$ cat config.mk
export PLATFORM = sky130hd
export DESIGN_NAME = touch_event_sched
export DESIGN_NICKNAME = d
export VERILOG_FILES = /design/src/rtl/touch_event_sched.sv
export SDC_FILE = /design/constraint.sdc
export NUM_CORES = 1
export LEC_CHECK = 0
export ABC_CLOCK_PERIOD_IN_PS = 2800
export CAP_MARGIN = 20
export CELL_PAD_IN_SITES_DETAIL_PLACEMENT = 1
export CELL_PAD_IN_SITES_GLOBAL_PLACEMENT = 1
export CORE_MARGIN = 2
export CORE_UTILIZATION = 42
export DETAILED_ROUTE_END_ITERATION = 8
export PLACE_DENSITY_LB_ADDON = 0.1
export SYNTH_ARGS = -nofsm -noshare
export SYNTH_HDL_FRONTEND = slang
export SYNTH_SLANG_ARGS = --single-unit
$ cat constraint.sdc
create_clock -name clk -period 2.8 [get_ports clk]
set_input_delay 0.28 -clock clk [delete_from_list [all_inputs] [get_ports clk]]
set_output_delay 0.28 -clock clk [all_outputs]
set_load 0.01 [all_outputs]
$ cat src/rtl/touch_event_sched.sv
`default_nettype none
// ============================================================================
// touch_event_sched: debounces touch contacts into keypad pulses and EQ gains.
// Rev 1.0 -- optional TOUCH_AUTOREPEAT_EN adds held-button auto-repeat.
// ============================================================================
module touch_event_sched #(
    parameter logic [11:0] BTN_X0   = 12'd40,
    parameter logic [11:0] BTN_Y0   = 12'd300,
    parameter int          BTN_WSH  = 6,
    parameter logic [11:0] SLD_X0   = 12'd420,
    parameter logic [11:0] SLD_Y0   = 12'd60,
    parameter int          SLD_WSH  = 6,
    parameter int          SLD_HSH  = 5,
    parameter logic [15:0] DEB_CYC  = 16'd2000,
    parameter logic [15:0] REL_CYC  = 16'd2000,
    parameter logic [2:0]  GAIN_RST = 3'd3
) (
    input  logic        clk,
    input  logic        rst,
    input  logic        touch_act,
    input  logic        update,
    input  logic [11:0] touch_x,
    input  logic [11:0] touch_y,
    output logic [11:0] btn_pulse,
    output logic [2:0]  gain_one,
    output logic [2:0]  gain_two,
    output logic [2:0]  gain_three,
    output logic [2:0]  gain_four,
    output logic [2:0]  gain_five,
    output logic [2:0]  gain_six,
    output logic        gain_upd,
    output logic        busy
);

    typedef enum logic [2:0] {
        IDLE     = 3'd0,
        DEBOUNCE = 3'd1,
        CLASSIFY = 3'd2,
        BTN_HOLD = 3'd3,
        SLD_DRAG = 3'd4,
        RELEASE  = 3'd5
    } state_t;

    state_t      state;
    logic [15:0] cnt;
    logic [11:0] cx;
    logic [11:0] cy;
    logic [2:0]  band;
    logic [2:0]  gain [6];

`ifdef TOUCH_AUTOREPEAT_EN
    localparam logic [15:0] REP_DLY = 16'd25000;
    localparam logic [15:0] REP_CYC = 16'd10000;
    logic [15:0] rep_cnt;
    logic        rep_first;
    logic [3:0]  btn_held;
    logic [15:0] rep_lim;
    assign rep_lim = rep_first ? (REP_DLY - 16'd1) : (REP_CYC - 16'd1);
`endif

    // 13-bit differences: bit 12 set means the coordinate is left/above the region
    logic [12:0] bdx, bdy, sdx, sdy, ddy;
    logic [11:0] bcol, brow, sband, slvl, dlvl;
    logic        btn_hit, sld_hit;
    logic [3:0]  btn_idx;
    logic [2:0]  cls_gain, drag_gain;

    assign bdx = {1'b0, cx} - {1'b0, BTN_X0};
    assign bdy = {1'b0, cy} - {1'b0, BTN_Y0};
    assign sdx = {1'b0, cx} - {1'b0, SLD_X0};
    assign sdy = {1'b0, cy} - {1'b0, SLD_Y0};
    assign ddy = {1'b0, touch_y} - {1'b0, SLD_Y0};

    assign bcol  = bdx[11:0] >> BTN_WSH;
    assign brow  = bdy[11:0] >> BTN_WSH;
    assign sband = sdx[11:0] >> SLD_WSH;
    assign slvl  = sdy[11:0] >> SLD_HSH;
    assign dlvl  = ddy[11:0] >> SLD_HSH;

    assign btn_hit  = !bdx[12] && !bdy[12] && (bcol < 12'd4) && (brow < 12'd3);
    assign sld_hit  = !sdx[12] && !sdy[12] && (sband < 12'd6) && (slvl < 12'd8);
    assign btn_idx  = {brow[1:0], bcol[1:0]};
    assign cls_gain = 3'd7 - slvl[2:0];

    // Dragging clamps instead of rejecting: above the area is max gain, below is zero
    assign drag_gain = ddy[12]         ? 3'd7 :
                       (dlvl < 12'd8) ? (3'd7 - dlvl[2:0]) : 3'd0;

    always_ff @(posedge clk or posedge rst) begin
        if (rst) begin
            state     <= IDLE;
            cnt       <= '0;
            cx        <= '0;
            cy        <= '0;
            band      <= '0;
            btn_pulse <= '0;
            gain_upd  <= 1'b0;
            for (int i = 0; i < 6; i++) gain[i] <= GAIN_RST;
`ifdef TOUCH_AUTOREPEAT_EN
            rep_cnt   <= '0;
            rep_first <= 1'b1;
            btn_held  <= '0;
`endif
        end else begin
            btn_pulse <= '0;
            gain_upd  <= 1'b0;
            if (update) begin
                cx <= touch_x;
                cy <= touch_y;
            end
            case (state)
                IDLE: begin
                    if (touch_act && update) begin
                        state <= DEBOUNCE;
                        cnt   <= '0;
                    end
                end
                DEBOUNCE: begin
                    if (!touch_act)
                        state <= IDLE;
                    else if (cnt == DEB_CYC - 16'd1)
                        state <= CLASSIFY;
                    else
                        cnt <= cnt + 16'd1;
                end
                CLASSIFY: begin
                    if (btn_hit) begin
                        btn_pulse <= 12'd1 << btn_idx;
                        state     <= BTN_HOLD;
`ifdef TOUCH_AUTOREPEAT_EN
                        rep_cnt   <= '0;
                        rep_first <= 1'b1;
                        btn_held  <= btn_idx;
`endif
                    end else if (sld_hit) begin
                        band               <= sband[2:0];
                        gain[sband[2:0]]   <= cls_gain;
                        gain_upd           <= (gain[sband[2:0]] != cls_gain);
                        state              <= SLD_DRAG;
                    end else begin
                        state <= RELEASE;
                        cnt   <= '0;
                    end
                end
                BTN_HOLD: begin
                    if (!touch_act) begin
                        state <= RELEASE;
                        cnt   <= '0;
                    end
`ifdef TOUCH_AUTOREPEAT_EN
                    else if (rep_cnt == rep_lim) begin
                        btn_pulse <= 12'd1 << btn_held;
                        rep_cnt   <= '0;
                        rep_first <= 1'b0;
                    end else begin
                        rep_cnt <= rep_cnt + 16'd1;
                    end
`endif
                end
                SLD_DRAG: begin
                    if (update) begin
                        gain[band] <= drag_gain;
                        gain_upd   <= (gain[band] != drag_gain);
                    end
                    if (!touch_act) begin
                        state <= RELEASE;
                        cnt   <= '0;
                    end
                end
                RELEASE: begin
                    if (touch_act)
                        cnt <= '0;
                    else if (cnt == REL_CYC - 16'd1)
                        state <= IDLE;
                    else
                        cnt <= cnt + 16'd1;
                end
                default: state <= IDLE;
            endcase
        end
    end

    assign gain_one   = gain[0];
    assign gain_two   = gain[1];
    assign gain_three = gain[2];
    assign gain_four  = gain[3];
    assign gain_five  = gain[4];
    assign gain_six   = gain[5];
    assign busy       = (state != IDLE);

endmodule
`default_nettype wire

# [After elaboration in Yosys (flattened, before gate mapping)]
# Cells that the tools add are included.
[classes] add_sub_neg=8 n_lt_le_gt_ge=9 eq_ne=18 shift=1 mux=41 bitwise=3 n_reduce_logical=22
[op_table] operator="$mux W16" count=7
[op_table] operator="$pmux W16 S5" count=1
[op_table] operator="$mux W18" count=3
[op_table] operator="$mux W3" count=15
[op_table] operator="$sub A12 B6 Y13 const B" count=3
[op_table] operator="$bwmux W18" count=2
[op_table] operator="$pmux W18 S2" count=1
[op_table] operator="$sub A12 B9 Y13 const B" count=2
[op_table] operator="$mux W12" count=2
[op_table] operator="$bmux W3 S3" count=2
[op_table] operator="$demux W3 S3" count=2
[op_table] operator="$ne A2 B2 Y1 const B" count=9
[op_table] operator="$add A16 B1 Y16 const B" count=1
[op_table] operator="$eq A16 B11 Y1 const B" count=1
[op_table] operator="$pmux W3 S5" count=1
[op_table] operator="$lt A7 B4 Y1 const B" count=2
[op_table] operator="$lt A6 B3 Y1 const B" count=2
[op_table] operator="$shl A1 B4 Y12 const A" count=1
[op_table] operator="$logic_and A1 B1 Y1" count=9
[op_table] operator="$ge A4 B4 Y1 const B" count=2
[op_table] operator="$lt A4 B1 Y1 const B" count=2
[op_table] operator="$not A3 Y4" count=2
[op_table] operator="$eq A3 B2 Y1 const B" count=2
[op_table] operator="$eq A3 B3 Y1 const B" count=2
[op_table] operator="18 further kinds" count=26
[totals] regBits=77 in_bits=28 output_inout_bits=32 word_cells=115

# [Logic depth before layout (Yosys ltp)]
# Gate-level depths: netlist of the first run.
[depth] ltp_word=10 depth_mapped=9 ltp_nobuf=8

# [Worst setup path after synthesis of the first run]
# OpenSTA, ideal clock, no wires.
[synth_timing] path_type="register -> register" from="reg cx[11]" to="reg cnt[13]" setup_time_ns=0.110 t_arrival_ns=1.789 required_ns=2.690 setup_slack_ns=0.901 path_stages_with_launch=9 n_path_buf=1 period_less_slack_ns=1.899 path_cell_list="dfrtp_1 or4_4 nor2_4 and3_1 a31oi_1 o21ai_4 buf_6 o21ai_0 o41ai_1"
[synth_between] elab_chain_cells=7 word_cells_on_any_way=15 cone_classes="2 x add/sub; 2 x order compare; 2 x eq/ne; 9 x reduce/logical"
[synth_lines] element="start, declared" line_no="46" rtl="logic [11:0] cx;"
[synth_lines] element="start signal, assigned" line_no="108" rtl="cx <= touch_x;"
[synth_lines] element="branches (longest 6 deep; another with $sub A12 B9 Y13)"
[synth_lines] element="$reduce_and A6 Y1 (no source line) *"
[synth_lines] element="end signal, assigned" line_no="124" rtl="cnt <= cnt + 16'd1;"
[synth_lines] element="end signal, assigned" line_no="176" rtl="cnt <= cnt + 16'd1;"
[synth_lines] element="end, declared" line_no="45" rtl="logic [15:0] cnt;"
# Mark *: on every way between the ends.
# A chain may end at the register's enable or synchronous reset.

# [Final worst setup path of the first run]
[layout_timing] from="reg state[2]" to="reg gain (netlist bit gain_five[2])"
[layout_between] elab_chain_cells=3 word_cells_on_any_way=8 cone_classes="5 x eq/ne; 1 x mux; 2 x reduce/logical"
[layout_lines] element="start, declared" line_no="44" rtl="state_t state;"
[layout_lines] element="start signal, assigned" line_no="91" rtl="state <= IDLE;"
[layout_lines] element="start signal, assigned" line_no="114" rtl="state <= DEBOUNCE;"
[layout_lines] element="start signal, assigned" line_no="120" rtl="state <= IDLE;"
[layout_lines] element="$eq A3 B2 Y1 / $eq A3 B3 Y1 (equally long branches)" line_no="111" rtl="case (state)"
[layout_lines] element="$ne A2 B2 Y1 (no source line) / $reduce_bool A2 Y1 (equally long branches)"
[layout_lines] element="$reduce_and A4 Y1 (no source line)"
[layout_lines] element="end signal, assigned by index" line_no="137" rtl="gain[sband[2:0]] <= cls_gain;"
[layout_lines] element="end signal, assigned by index" line_no="162" rtl="gain[band] <= drag_gain;"
[layout_lines] element="end, declared" line_no="49" rtl="logic [2:0] gain [6];"
# Parallel ways exist; a longest one is shown, timed or not.

==> metrics.csv, run 1 <==
stage,metric,value,unit
layout,# nets final,546,
logic_synthesis,Synth area leaders,"dfrtp_1 35%, dfstp_2 7.3%, mux2_2 4.7%",
cts,Post-CTS Hold Fix Bufs,0,
logic_synthesis,Yosys top cell area share,35.4,%
sta,max_slew headroom,42.4,%
route,Total Wirelength,12.5,mm
floorplan,I/O pin count,60,
layout,share of cells above drive strength 1,15.1,%
worst_setup_path,Worst path slowest cell,dfrtp_1,
sta,RSZ-0062 raised after global routing,no,
layout,final cell count without fillers,655,
cts,Num CTS Buffers,9,
floorplan,Die Span Y,105,µm
worst_setup_path,crit-path leading delay family,simple AND/OR/NAND/NOR gates,
sta,setup TNS,0,ps
global_routing,antenna violations before repair,0,
worst_setup_path,CP Capture Type,flop,
pwr,Power Dens Cells,664,nW/µm²
floorplan,row count,36,
global_routing,grt ovf,0,
pwr,part of the power in registers,44.2,%
cts,CTS Sinks,73,
layout,Fill cells,1121,
worst_setup_path,critical path required time,3040,ps
worst_setup_path,"Cell Chain, Critical Path",inv_1 > or3_1 > or4_1 > nand2_1 > nand2_2 > a22o_1,
pwr,net switching power,1.18,mW
worst_setup_path,flop2flop setup slack,480,ps
cts,post-cts resize count,0,
worst_setup_path,RR Endpoint,gain_five[2]$_DFFE_PP0P_,
route,via/cell ratio,5.97,
sta,Fin. Hold Viols,0,
layout,ANT cells,0,
logic_synthesis,Synth cell types,66,
cts,Root Driver,clkbuf_8,
worst_setup_path,Worst setup SP type,flop,
sta,Hold Worst Slack,293,ps
global_routing,Global Route Usage Sum,23.7,%
placement,gpl congestion,0.861,
cts,CTS tree,yes,
logic_synthesis,asr flop ratio synth,100,%
sta,fin. max-slew vios,0,
route,via count,3908,
logic_synthesis,compound-cell area share of the yosys netlist,22.0,%
pwr,clock power share,25.1,%
pwr,combinational power share,30.7,%
worst_setup_path,CP Max Fanout,13,
placement,placed cells,639,
logic_synthesis,post-synthesis cell count,463,
logic_synthesis,Adder-Cell Fraction of Synth Area,0.290,%
floorplan,Chip Width,105,µm
route,DRT antenna net count,0,
cts,"Clk pin slew, worst setup/hold paths",80,ps
pwr,Switching Fraction,34.2,%
pwr,Final Power,3.46,mW
cts,H-tree levels,3,
logic_synthesis,post-synthesis xor/xnor area fraction,3.25,%
cts,post-CTS setup buffers,0,
logic_synthesis,Mapped Nets,492,
placement,buffers added on ports,55,
layout,P&R area growth vs syn,21.0,%
placement,Post-Place Cell Area,5010,µm²
floorplan,Initial Util,43.7,%
floorplan,Core ar.,9860,µm²
worst_setup_path,CP arrival,2570,ps
placement,Setup WS pre-CTS,454,ps
pwr,VDD IR-drop max,0.417,mV
logic_synthesis,synth warn,0,
logic_synthesis,post-synthesis mux area share,8.36,%
worst_setup_path,CP Class,flop to flop,
cts,clock latency on the worst-skew pair,360,ps
logic_synthesis,Yosys reg bits,73,
floorplan,die area,11100,µm²
worst_setup_path,R2R Path Start,state[2]$_DFFE_PP0P_,
logic_synthesis,simple-gate share of the synthesized area,19.5,%
sta,fmax,431,MHz
worst_setup_path,CP peak stage delay,580,ps
logic_synthesis,post-synthesis sequential area ratio,42.8,%
route,DRC viols,0,
placement,detailed placer's ending HPWL,9.06,mm
layout,fin area,5210,µm²
sta,final period utilization,82.9,%
job,max_cap viols,0,
global_routing,pin count of the biggest net entering global routing,39,
cts,clock buffer depth,2,
logic_synthesis,Post-synth EDFFs,0,
hold_path,hold crit path type,input pin to asynchronous set/reset pin,
route,initial DRC count,176,
layout,final core occ,52.8,%
sta,skew final,11.6,ps
pwr,P_int,2.28,mW
run_status,outcome,"complete, no violations",
route,wire per inst,19.1,µm
global_routing,first-pass GRT wire length,20.7,mm
logic_synthesis,"Primary FF master, synth",dfrtp_1,
logic_synthesis,main combinational cell family by area after synthesis,compound AO/OA/AOI/OAI gates,
logic_synthesis,cell area after synthesis,4310,µm²
global_routing,vias in the first global route,4006,
logic_synthesis,Mean Syn Cell Area,9.30,µm²
pwr,Pleak,2.14,nW
sta,setup ws final,479,ps
sta,final worst path period need,2320,ps
logic_synthesis,cell taking the most area after synthesis,dfrtp_1,
sta,Least-Margin Pin Slew,861,ps
route,drt pass-1 iters,4,
worst_setup_path,critical path buffer and inverter count,1,
sta,final setup vio count,0,
worst_setup_path,R2R cell count,6,
area by class of cell:
class / count / area, µm² / share of cell area [%]
inverters: 12 / 45.0 / 0.864
well taps: 133 / 166 / 3.19
repair buffers: 67 / 653 / 12.5
multi-input cells: 354 / 2300 / 44.2
clock inverters: 6 / 66.3 / 1.27
clock buffers: 10 / 138 / 2.64
flip-flops and latches: 73 / 1840 / 35.3
kinds of logic after synthesis:
family                     count (synthesis)
muxes                                     30
adders and majority gates                  1
xor gates and xnor gates                  16
buffers and inverters                     36
DFF                                       73
and+or+nand+nor                          172
AOI/OAI and AO/OA                        135
cell usage after synthesis (11+ instances only):
cell and n:
o22ai_1 19, o21ai_0 28, buf_2 11, dfstp_2 12, xnor2_1 11, nand2_1 50
mux2_2 18, nor2_1 49, a21oi_1 17, nand3_1 17, dfrtp_1 61, a22o_1 18
metal layers:
metal / GRT usage (%) / vias up / share of wire, %
li1: - / 1805 / -
met2: 39.8 / 101 / 49
met5: 0 / - / 0
met3: 2.84 / 17 / 4.0
met4: 7.52 / 0 / 1.5
met1: 31.9 / 1985 / 45
cells in the final DEF (no fill, tap or decap), types with 5 or more instances in the layout:
master,netlist,final
clkdlybuf4s50_1,0,55
nand3_1,17,17
nor2_1,49,49
nor3_1,10,10
buf_4,0,11
a31oi_1,7,7
dfrtp_1,61,61
o21ai_0,28,28
mux2i_1,9,9
clkbuf_8,0,10
nand2b_1,9,9
mux2_2,18,18
a22o_1,18,18
inv_1,10,9
xnor2_1,11,11
nand2_1,50,50
o22ai_1,19,19
o31ai_1,7,7
and3_1,7,7
dfstp_2,12,12
a21oi_1,17,17
xor2_1,5,5
sequential cells by signal, summed over array words and instances, names as in the netlist:
| name | flops |
|---|---|
| gain_two | 3 |
| gain_five | 3 |
| gain_upd | 1 |
| gain_one | 3 |
| gain_six | 3 |
| gain_four | 3 |
| cnt | 16 |
| btn_pulse | 12 |
| cy | 10 |
| cx | 10 |
| state | 3 |
| band | 3 |
| gain_three | 3 |
power by group through the flow:
stage | Clock (mW) | Sequential [mW] | Combinational [mW]
after floorplan | 0 | 1.49 | 0.587
after global placement | 0 | 1.54 | 1.04
after detailed placement | 0 | 1.54 | 1.06
after CTS | 0.885 | 1.53 | 1.07
after global routing | 0.934 | 1.55 | 1.16
final | 0.869 | 1.53 | 1.06
worst max path at each step:
stage | from | to | slack, ps | cells past startpoint
floorplan | rst | band[0]$_DFFE_PP0P_ | 690 | 1
global placement | touch_y[5] | gain_upd$_DFF_PP0_ | 500 | 7
detailed placement | touch_y[4] | gain_upd$_DFF_PP0_ | 450 | 7
CTS | cx[3]$_DFFE_PP0P_ | gain_one[2]$_DFFE_PP0P_ | 490 | 7
global route | cx[3]$_DFFE_PP0P_ | gain_one[2]$_DFFE_PP0P_ | 360 | 7
finish | state[2]$_DFFE_PP0P_ | gain_five[2]$_DFFE_PP0P_ | 480 | 6
(Power assumes the default switching activity.)
==> run 2, diff against run 1 <==
Settings changed: ABC_CLOCK_PERIOD_IN_PS 2800 to 2000, CORE_UTILIZATION 42 to 38.
Clock period 2.8 ns to 2 ns, I/O delays scaled along.
==> run 2 against run 1 <==
  * Non-clock buffer count increased by 62
  * Clock-buffer cell count increased by 2
  * Cell count increased by 11%
  * Global-route usage decreased by 0.57 points
  * First-iteration DRC count decreased by 7.4%
  * Highest routed layer unchanged
  * The flow now finishes with violations (setup timing)
  * Core utilization increased by 3.1 points
  * Register-to-register slack got worse by 490 ps
  * Fmax increased by 15%
==> metrics.csv, run 2 (synthesis results as in run 1) <==
stage,metric,value,unit,change
sta,final setup vio count,6,,+6
hold_path,hold crit path type,input pin to asynchronous set/reset pin,,
global_routing,pin count of the biggest net entering global routing,74,,+90%
route,wire per inst,19.5,µm,+2.4%
sta,Fin. Hold Viols,0,,unchanged
worst_setup_path,CP Max Fanout,8,,-5
layout,ANT cells,0,,unchanged
floorplan,row count,38,,+5.6%
global_routing,first-pass GRT wire length,22.9,mm,+11%
pwr,P_int,3.71,mW,+63%
sta,RSZ-0062 raised after global routing,yes,,
sta,Hold Worst Slack,337,ps,+43.8 ps
cts,Post-CTS Hold Fix Bufs,0,,unchanged
placement,detailed placer's ending HPWL,9.78,mm,+7.9%
cts,clock latency on the worst-skew pair,340,ps,-20 ps
sta,final worst path period need,2020,ps,-305 ps
pwr,combinational power share,34.3,%,+3.6 points
sta,final period utilization,101,%,+18 points
cts,clock buffer depth,2,,unchanged
route,initial DRC count,163,,-7.4%
sta,fmax,496,MHz,+15%
run_status,failing checks,setup timing,,
layout,share of cells above drive strength 1,33.4,%,+18 points
sta,skew final,11.9,ps,+0.274 ps
route,DRC viols,0,,unchanged
global_routing,antenna violations before repair,0,,unchanged
floorplan,Core ar.,10900,µm²,+11%
route,Total Wirelength,14.1,mm,+13%
layout,Fill cells,1222,,+9.0%
layout,most frequent cells in the layout,"65 x buf_4, 57 x dfrtp_1, 54 x clkdlybuf4s50_1",,
layout,Top Registers,"cnt: 16 flops, btn_pulse: 12 flops",,
sta,fin. max-slew vios,0,,unchanged
pwr,net switching power,1.83,mW,+54%
layout,"commonest non-fill, non-tap cell in the layout",buf_4,,
pwr,clock power share,27.8,%,+2.7 points
sta,Least-Margin Pin Slew,442,ps,-419 ps
layout,final cell count without fillers,724,,+11%
route,DRT antenna net count,0,,unchanged
sta,setup ws final,-16.1,ps,-495 ps
layout,number of flip-flops in the largest register,16,,unchanged
layout,P&R area growth vs syn,42.0,%,
floorplan,die area,12200,µm²,+10%
pwr,Pleak,2.55,nW,+20%
run_status,outcome,"complete, but fails checks",,
route,drt pass-1 iters,4,,unchanged
cts,"Clk pin slew, worst setup/hold paths",60,ps,-20 ps
route,via/cell ratio,5.74,,-3.8%
cts,Num CTS Buffers,9,,unchanged
layout,# nets final,608,,+11%
cts,Root Driver,clkbuf_16,,
placement,buffers added on ports,55,,unchanged
pwr,VDD IR-drop max,0.633,mV,+52%
pwr,part of the power in registers,37.9,%,-6.3 points
cts,CTS Sinks,73,,unchanged
job,max_cap viols,0,,unchanged
placement,placed cells,695,,+8.8%
floorplan,Initial Util,39.4,%,-4.3 points
placement,Setup WS pre-CTS,-98.0,ps,-552 ps
floorplan,Chip Width,110,µm,+4.9%
pwr,Power Dens Cells,905,nW/µm²,+36%
floorplan,I/O pin count,60,,unchanged
floorplan,Die Span Y,110,µm,+4.9%
cts,CTS tree,yes,,
global_routing,grt ovf,0,,unchanged
pwr,Switching Fraction,33.0,%,-1.2 points
placement,gpl congestion,0.878,,+2.0%
layout,largest register by flop count,cnt,,
worst_setup_path,CP arrival,2290,ps,-280 ps
worst_setup_path,CP Class,flop to flop,,
global_routing,Global Route Usage Sum,23.1,%,-0.57 points
worst_setup_path,Worst setup SP type,flop,,
worst_setup_path,CP Capture Type,flop,,
worst_setup_path,critical path required time,2270,ps,-770 ps
placement,Post-Place Cell Area,5410,µm²,+8.1%
layout,fin area,6120,µm²,+17%
cts,H-tree levels,3,,unchanged
route,via count,4154,,+6.3%
sta,max_slew headroom,70.3,%,+28 points
global_routing,vias in the first global route,4393,,+9.7%
run 2: per-stage QoR:
stage	setup TNS [ps]	util (%)	total power, mW
global route	-2220	55.9	5.79
finish	-55.5	55.9	5.54
CTS	-549	53.3	5.45
global placement	-139	49.5	3.79
detailed placement	-1380	49.5	3.85
floorplan	0	-	2.91
run 2: area by class of cell:
class / count / area (µm²) / share of cell area, %
Multi-Input combinational cell: 354 / 2560 / 41.9
Sequential cell: 73 / 1850 / 30.2
Timing Repair Buffer: 129 / 1200 / 19.6
Clock buffer: 12 / 256 / 4.19
Tap cell: 140 / 175 / 2.86
Inverter: 12 / 50.0 / 0.818
Clock inverter: 4 / 26.3 / 0.430
run 2: worst paths after layout:
check                                   start                        end  slack (ps)  cells after the start
max                        cx[11]$_DFFE_PP0P_         cnt[0]$_DFFE_PP0P_         -20                      8
min                                       rst     btn_pulse[0]$_DFF_PP0_         340                      3
max reg2reg                cx[11]$_DFFE_PP0P_         cnt[0]$_DFFE_PP0P_         -20                      8
min reg2reg                cnt[6]$_DFFE_PP0P_         cnt[6]$_DFFE_PP0P_         500                      1
max in group asynchronous                 rst  gain_three[1]$_DFFE_PP1P_        1320                      3
min in group clk                   touch_x[6]          cx[6]$_DFFE_PP0P_         480                      3
run 2: what timing repair did:
item,in CTS,in global routing
endpoints found under the setup margin,35,52
buffers inserted,5,6
resized for setup,17,78
cloned,1,1
pin swaps,6,28
run 2: power by group through the flow:
stage          clock (mW)  combinational (mW)  sequential, mW
2_1_floorplan           0               0.822            2.09
3_3_place_gp            0                1.70            2.09
3_5_place_dp            0                1.75            2.10
4_1_cts              1.57                1.79            2.08
5_1_grt              1.63                2.03            2.13
6_report             1.54                1.90            2.10
run 2: worst max-delay path: stages, from the launching register on:
cell and delay [ps]:
dfrtp_1 380, or4_4 550, nor2_4 120, and3_4 230
a31oi_4 100, o21ai_4 220, clkbuf_16 200, nor2_2 50
a21oi_2 100
run 2: layer usage:
layer | GRT usage, % | routed length (µm) | up-vias
li1 | - | - | 1936
met1 | 29.1 | 5910 | 2101
met2 | 40.2 | 7480 | 89
met3 | 3.18 | 412 | 28
met4 | 9.00 | 341 | 0
met5 | 0 | 0 | -
